File: src/rtl/instb_fetch_reader.sv
// Read-side master for the instruction-buffer SRAM: fetches inst_num words from start_addr
// and streams them over valid/ready through a 2-entry FIFO that hides the 1-cycle read latency.
module instb_fetch_reader #(
  parameter int AW = 12,
  parameter int DW = 128
) (
  input  logic          clk,
  input  logic          rst_n,
  input  logic          start,
  input  logic [AW-1:0] start_addr,
  input  logic [AW:0]   inst_num,
  input  logic          flush,
  output logic          busy,
  output logic          done,
  output logic          enb,
  output logic [AW-1:0] addrb,
  input  logic [DW-1:0] doutb,
  output logic          inst_valid,
  output logic [DW-1:0] inst_data,
  input  logic          inst_ready
);

  typedef enum logic [1:0] {IDLE, FETCH, DRAIN, DONE_ZERO} state_t;

  state_t        state;
  logic [AW:0]   num_q;
  logic [AW:0]   issued_cnt;
  logic [AW:0]   recv_cnt;
  logic          rd_pending;
  logic [DW-1:0] fifo_mem [2];
  logic          wr_ptr;
  logic          rd_ptr;
  logic [1:0]    fifo_cnt;
  logic          pop;
  logic          push;
  logic [2:0]    credit_sum;

  assign inst_valid = (fifo_cnt != 2'd0);
  assign inst_data  = fifo_mem[rd_ptr];
  assign pop        = inst_valid & inst_ready;
  assign push       = rd_pending & ~flush;

  // Reserve a FIFO slot for every read in flight; a same-cycle pop frees one, keeping 1 word/cycle.
  assign credit_sum = {1'b0, fifo_cnt} + {2'b00, rd_pending} - {2'b00, pop};
  assign enb        = (state == FETCH) & ~flush & (credit_sum < 3'd2);

  always_ff @(posedge clk or negedge rst_n) begin
    if (!rst_n) begin
      state       <= IDLE;
      busy        <= 1'b0;
      done        <= 1'b0;
      addrb       <= '0;
      num_q       <= '0;
      issued_cnt  <= '0;
      recv_cnt    <= '0;
      rd_pending  <= 1'b0;
      fifo_mem[0] <= '0;
      fifo_mem[1] <= '0;
      wr_ptr      <= 1'b0;
      rd_ptr      <= 1'b0;
      fifo_cnt    <= 2'd0;
    end else if (flush) begin
      state      <= IDLE;
      busy       <= 1'b0;
      done       <= 1'b0;
      rd_pending <= 1'b0;
      wr_ptr     <= 1'b0;
      rd_ptr     <= 1'b0;
      fifo_cnt   <= 2'd0;
    end else begin
      done       <= 1'b0;
      rd_pending <= enb;
      if (push) begin
        fifo_mem[wr_ptr] <= doutb;
        wr_ptr           <= ~wr_ptr;
      end
      if (pop) begin
        rd_ptr   <= ~rd_ptr;
        recv_cnt <= recv_cnt + 1'b1;
      end
      fifo_cnt <= fifo_cnt + {1'b0, push} - {1'b0, pop};
      if (enb) begin
        addrb      <= addrb + 1'b1;
        issued_cnt <= issued_cnt + 1'b1;
      end
      case (state)
        IDLE: begin
          if (start) begin
            addrb      <= start_addr;
            num_q      <= inst_num;
            issued_cnt <= '0;
            recv_cnt   <= '0;
            if (inst_num == '0) begin
              state <= DONE_ZERO;
              done  <= 1'b1;
            end else begin
              state <= FETCH;
              busy  <= 1'b1;
            end
          end
        end
        FETCH: begin
          if (enb && (issued_cnt + 1'b1 == num_q)) state <= DRAIN;
        end
        DRAIN: begin
          if (pop && (recv_cnt + 1'b1 == num_q)) begin
            state <= IDLE;
            busy  <= 1'b0;
            done  <= 1'b1;
          end
        end
        DONE_ZERO: state <= IDLE;
        default:   state <= IDLE;
      endcase
    end
  end

endmodule
File: config.mk
export PLATFORM = sky130hd
export DESIGN_NAME = instb_fetch_reader
export DESIGN_NICKNAME = d
export VERILOG_FILES = /design/src/rtl/instb_fetch_reader.sv
export SDC_FILE = /design/constraint.sdc
export NUM_CORES = 1
export LEC_CHECK = 0
export CORE_ASPECT_RATIO = 0.6
export CORE_UTILIZATION = 32
export DETAILED_ROUTE_END_ITERATION = 16
export GPL_ROUTABILITY_DRIVEN = 0
export PLACE_DENSITY_LB_ADDON = 0.08
export SYNTH_ARGS = -nofsm -noshare
export SYNTH_HDL_FRONTEND = slang
export SYNTH_SLANG_ARGS = --single-unit
export TNS_END_PERCENT = 10
File: constraint.sdc
create_clock -name clk -period 3.64 [get_ports clk]
set_input_delay 0.728 -clock clk [delete_from_list [all_inputs] [get_ports clk]]
set_output_delay 0.728 -clock clk [all_outputs]
set_load 0.02 [all_outputs]
## Word level (Yosys, flattened, before mapping)

Index checks and enable logic that the tools add are counted.

- Add/sub/neg operators: 7
- Order comparisons: 4
- Equality and inequality tests: 9
- Mux-type cells: 37
- Bitwise logic cells: 9
- Reduce and logical (&&, ||, !) cells: 13

Operators by type and width:

| kind | count |
|---|---|
| $mux 128 | 4 |
| $bwmux 256 | 1 |
| $demux 128 s1 | 1 |
| $mux 13 | 6 |
| $mux 12 | 3 |
| $add 13x1->13 const B | 2 |
| $eq 13x13->1 | 2 |
| $logic_not 13->1 | 1 |
| $mux 1 | 13 |
| $add 12x1->12 const B | 1 |
| $mux 2 | 6 |
| $ne 3x3->1 const B | 3 |
| $pmux 2 s4 | 1 |
| $reduce_and 3->1 | 2 |
| $reduce_bool 2->1 | 3 |
| $and 1x1->1 | 4 |
| $eq 2x2->1 const B | 2 |
| $ge 2x2->1 const B | 2 |
| $not 1->2 | 2 |
| $pmux 1 s2 | 2 |
| $reduce_and 4->1 | 1 |
| $add 2x1->3 | 1 |
| $logic_and 1x1->1 | 3 |
| $lt 3x2->1 const B | 1 |
| 10 further kinds | 12 |

- Register bits after elaboration: 316
- Bits of input ports: 158
- Output and inout port bits: 144

## Depth between registers and ports, before layout

Gate-level depths: netlist of the first run.

- Depth in word-level cells: 9
- Gate-level depth with buffers: 14
- Mapped depth without buffers: 13

## Worst setup path after synthesis of the first run

Ideal clock, no wire load.

- Path type: reg-to-output
- Start point: register fifo_cnt[1]
- End point: output port enb
- Arrival time: 2.789 ns
- Required time: 2.912 ns
- Path slack: 0.123 ns
- Cell stages (with the launch flop): 12
- Path buffers: 3
- Cells stage by stage: dfrtp_1 > or2_2 > nand2_1 > inv_1 > ha_1 > nand2b_1 > fa_1 > xnor2_1 > and3_1 > clkbuf_1 > buf_2 > buf_2

- Cells in the longest elaborated chain, start to end: 5

RTL lines:

| element | RTL line | text |
|---|---|---|
| start, declared | 33 | `logic [1:0] fifo_cnt;` |
| start signal, assigned | 81 | `fifo_cnt <= fifo_cnt + {1'b0, push} - {1'b0, pop};` |
| $reduce_bool 2->1 | 38 | `assign inst_valid = (fifo_cnt != 2'd0);` |
| named net inst_valid | 18 | `output logic inst_valid,` |
| $and 1x1->1 | 40 | `assign pop = inst_valid & inst_ready;` |
| $sub 3x1->3 | 44 | `assign credit_sum = {1'b0, fifo_cnt} + {2'b00, rd_pending} - {2'b00, pop};` |
| $lt 3x2->1 | 45 | `assign enb = (state == FETCH) & ~flush & (credit_sum < 3'd2);` |
| $and 1x1->1 | 45 |  |
| end, declared | 15 | `output logic enb,` |

The timed path passes the listed nets, and every way through them passes these cells.

## Worst setup path in the final report of the first run

- Start point: register fifo_cnt[1]
- End point: output port enb

- Cells in the longest elaborated chain, start to end: 5

RTL lines:

| element | RTL line |
|---|---|
| branches (longest 2 deep; another with $add 2x1->3) | -- |
| $sub 3x1->3 * | 44 |
| $lt 3x2->1 * | 45 |
| $and 1x1->1 * | 45 |

Mark *: on every way between the ends.

==> flow_results.org, run 1 <==
** Clock network
- Clock transition at the registers of the reported paths :: 0.06 ns
- TritonCTS clock tree :: yes
- Hold-fix buffers at CTS :: 0
- The tree is rooted in a sky130_fd_sc_hd__clkbuf_16.
- Insertion delay of the later-clocked pin in the worst-skew pair :: roughly 0.52 ns
- Clock sink total :: 316
- In this run the deepest clock path goes through 3 buffers.
- Number of buffers added by the clock tree synthesis step :: 36
- The H-tree was split into 2 levels.

** Route
- After detailed routing, the total wire length is 39,300 um.
- After detailed routing, the wire length on met1 is roughly 19,000 um.
- Uppermost layer routed :: met4
- Amount of wire on met2 after detailed routing :: around 17,000 um
- For this run, the detailed router's first-pass iteration total came to 4.
- In this run, the number of DRC markers left after iteration 0 of detailed routing was just under 400.
- Overall via count from detail_route :: 9,748
- After detailed routing, the met3 layer carries 2200 um of wire.
- Avg Vias per Cell :: 4.83
- Drt drc :: 0
- Antenna-violating nets left :: 0
- Wire per inst :: 19.5 um

** GRT
- Summed over all layers, the global routing overflow is 0.
- The number of global-route vias before repair is 10,365.
- GRT Total Usage :: 16.9%
- The initial antenna violation count is 1.
- Maximum number of pins on one net before global-route repair :: 80
- Wire length of the first global-routing pass :: around 62,000 um

** Power and ir drop
- Register share of total power :: 34.6%
- Peak supply drop :: 0.396 mV
- Gate power share :: 43.3%
- Leakage power total :: 8.53 nW
- Switching Power :: 5.63 mW
- Cell internal power was estimated by the tool at 11.5 mW.
- Power per unit of standard cell area :: 863 mW/mm^2
- The clock network is responsible for about 22% of the overall power.
- Switching share of total power :: approximately a third

** Critical path
- CP startpoint kind :: flop
- The worst setup path is captured at a primary output.
- Crit Path Max Fanout :: 2
- Ordered list of cells on the worst path :: or2_2 -> nand2_1 -> inv_1 -> ha_1 -> nand2b_1 -> fa_1 -> xnor2_1 -> and3_1 -> buf_4
- The critical path is of the reg2out type.
- Data on the critical path is required at its endpoint by 2.91 ns.
- Worst path max stage delay :: 0.40 ns
- Data arrives at the worst endpoint at 2.70 ns.
- Slowest-stage cell, CP :: sky130_fd_sc_hd__dfrtp_2

** STA
- Hold timing on the final database bottoms out at a slack of 0.151 ns.
- On the final layout, the worst clock skew is 0.0110 ns.
- Setup violations remaining at the end of the flow were counted as 0.
- The number of hold-slack violations in the final timing report came to 0.
- The worst path uses 94.1% of the clock period.
- Slew at the pin closest to its max-slew limit :: 0.809 ns
- Counting I/O delays and the setup requirement, the final critical path takes 3.42 ns.
- Total count of max-transition violations in the final report :: 0
- Setup repair after global routing left no endpoint under its margin.
- Final critical-path setup slack :: ~0.22 ns
- Static timing analysis puts the maximum clock frequency at roughly 0.3 GHz.
- Worst rel slew slack :: 46.0%
- Setup total negative slack on the finished layout was measured at 0 ns.

** Logic synthesis
- Summed over all instances, the cell type with the most area after synthesis is sky130_fd_sc_hd__dfrtp_1.
- Portion of the post-synthesis area used by sequential elements :: 53.8%
- Counting flops and latches in the post-synthesis netlist gives approximately 320.
- The number of nets in the synthesized netlist is about 1,300.
- In this run the mean area of a mapped cell was 13.5 um^2.
- sky130_fd_sc_hd__mux2_2 is the most common cell in the netlist.
- Yosys cell types :: 58
- For this run, the leading register cell type out of synthesis is sky130_fd_sc_hd__dfrtp_1.
- Counting every instance in the synthesized netlist gives 1,093.
- After synthesis, the cell types taking the most area are sky130_fd_sc_hd__dfrtp_1, sky130_fd_sc_hd__mux2_2, sky130_fd_sc_hd__xnor2_1, sky130_fd_sc_hd__xor2_1, sky130_fd_sc_hd__clkbuf_1.
- List of most frequent post-synthesis cells :: sky130_fd_sc_hd__mux2_2, sky130_fd_sc_hd__dfrtp_1, sky130_fd_sc_hd__clkbuf_1
- Of all flip-flops after synthesis, the portion carrying an async set or reset was 100%.
- Syn Std Cell Area :: roughly 0.015 mm^2
- Counting flops with a built-in enable in the synthesized netlist gives 0.
- The share of synthesized area in the top cell type comes to 53.8%.
- Yosys printed 0 warnings.

** Floorplanning
- Core Rows :: 60
- Full die area :: around 0.047 mm^2
- The total area inside the core boundary comes to around 0.045 mm^2.
- Die outline height :: ~170 um
- Pin placement for this block handled 302 I/O pins.
- In this run the horizontal extent of the chip is around 280 um.
- Initial core utilization :: ~33%

** Placement
- Cell area after placement :: roughly 0.019 mm^2
- IO buf count :: 301
- Once detailed placement completed, the half-perimeter wirelength came to 26,900 um.
- Prior to clock tree synthesis, the placed netlist has a worst setup slack of -0.150 ns.

** Flow run
- Across the run, the number of max-cap violations was 0.

** Cells and area
- The area growth from synthesis to layout is 34.8%.
- The net count of the finished layout is 1,565.
- Filler cells :: 4,110
- Final instance area :: 0.0198 mm^2
- Proportion of layout cells with a drive suffix above 1 :: 35.2%

** Outcome
- Outcome :: completed

** Hold path
- Path class of the lowest-slack min-delay path :: in2async
## timing repair
item | CTS | global route
pin swaps | 0 | 2
buffers inserted | 0 | 1
gates cloned | 0 | 0
endpoints found under the setup margin | 1 | 1
gates resized for setup | 5 | 1
endpoints found under the hold margin | 0 | 0
## worst paths after layout
kind	start	endpoint	slack (ns)	cells after the start
worst max-delay path	fifo_cnt[1]$_DFF_PN0_	enb	0.22	9
worst min-delay path	rst_n	fifo_mem[251]$_DFFE_PN0P_	0.15	1
worst max register to register	fifo_cnt[1]$_DFF_PN0_	addrb[8]$_DFFE_PN0N_	0.42	14
worst min register to register	fifo_mem[70]$_DFFE_PN0P_	fifo_mem[70]$_DFFE_PN0P_	0.50	1
max in group asynchronous	rst_n	addrb[8]$_DFFE_PN0N_	2.51	3
min in group clk	flush	wr_ptr$_DFFE_PN0P_	0.45	2
## critical path, delay by kind of cell, from the launching register on
kind	cells	cell delay, ns
simple gates	4	0.74
fa+ha+maj	2	0.65
flops	1	0.40
buf+inv	2	0.21
xor+xnor	1	0.18
## metrics by stage
step	std cells	power, mW	util (%)
2_1_floorplan	1093	10.2	-
3_3_place_gp	1950	13.4	41.3
3_5_place_dp	1950	13.5	41.3
4_1_cts	2016	17.4	44.0
5_1_grt	2018	18.1	44.0
6_report	2018	17.1	44.0
## power by group through the flow
stage          clock network, mW  logic (mW)  registers [mW]
3_3_place_gp                   0        7.44            5.94
2_1_floorplan                  0        4.52            5.69
3_5_place_dp                   0        7.47            5.99
4_1_cts                     3.94        7.52            5.94
5_1_grt                     4.09        7.90            6.14
6_report                    3.78        7.40            5.92
## cell families after synthesis
kind of cell | Yosys count | synth area share [%]
multiplexers | 403 | 30.8
flip-flops | 316 | 53.8
AND/OR/NAND/NOR | 161 | 5.85
AO/OA/AOI/OAI | 83 | 3.91
buffers and inverters | 72 | 1.97
XOR/XNOR | 51 | 3.04
adder cells (fa/ha/maj) | 7 | 0.647
## registers in the layout, summed over array words and instances, names as in the netlist
name / cells
num_q: 13
recv_cnt: 13
rd_pending: 1
addrb: 12
done: 1
busy: 1
fifo_cnt: 2
issued_cnt: 13
wr_ptr: 1
fifo_mem: 256
rd_ptr: 1
state: 2
## metal layers
layer	vias up	global-route usage, %
met4	0	3.99
met2	183	25.3
met3	50	3.86
li1	4583	-
met1	4932	24.7
met5	-	0
## cells in the final DEF, fill, tap and decap left out, drive strengths merged, types with 2 or more instances in the layout
| cell | synthesis | routed |
|---|---|---|
| bufinv | 0 | 3 |
| nor2 | 51 | 51 |
| nand3 | 16 | 16 |
| a211oi | 2 | 2 |
| o41ai | 2 | 2 |
| nand4 | 16 | 16 |
| and2 | 4 | 4 |
| mux2i | 6 | 6 |
| and4b | 2 | 2 |
| a31oi | 4 | 4 |
| nand2b | 6 | 6 |
| ha | 6 | 6 |
| o31ai | 3 | 3 |
| a21oi | 32 | 32 |
| and3 | 12 | 12 |
| a2111oi | 3 | 3 |
| nor4b | 2 | 2 |
| clkbuf | 53 | 53 |
| o22ai | 2 | 2 |
| a41oi | 2 | 2 |
| clkinv | 0 | 5 |
| nand2 | 22 | 22 |
| xnor2 | 26 | 26 |
| o22a | 16 | 16 |
| xor2 | 25 | 25 |
| inv | 7 | 10 |
| o21ai | 8 | 8 |
| nor3 | 8 | 8 |
| mux2 | 397 | 397 |
| buf | 12 | 36 |
| dfrtp | 316 | 316 |
| or3 | 3 | 3 |
| nor4 | 6 | 6 |
| clkinvlp | 0 | 2 |
| clkdlybuf4s50 | 0 | 298 |
| nor3b | 2 | 2 |
| and4 | 5 | 5 |
## final cells by class
class	count	area [um^2]	area share, %
timing repair buffer	334	3400	17.1
antenna	1	2.50	0.0126
clock buffer	53	1070	5.38
tap	589	737	3.72
clock inverter	13	159	0.802
multi-input combinational	705	6520	32.9
sequential	316	7910	39.9
inverter	7	26.3	0.133
Power figures use the tool's default switching activity.
==> run 2: changes to the inputs <==
--- a/config.mk
+++ b/config.mk
@@ -5,6 +5,7 @@
 export SDC_FILE = /design/constraint.sdc
 export NUM_CORES = 1
 export LEC_CHECK = 0
+export CAP_MARGIN = 20
 export CORE_ASPECT_RATIO = 0.6
 export CORE_UTILIZATION = 32
 export DETAILED_ROUTE_END_ITERATION = 16
==> results of run 2 <==
The final DEF is identical to that of run 1; final timing and power are the same.
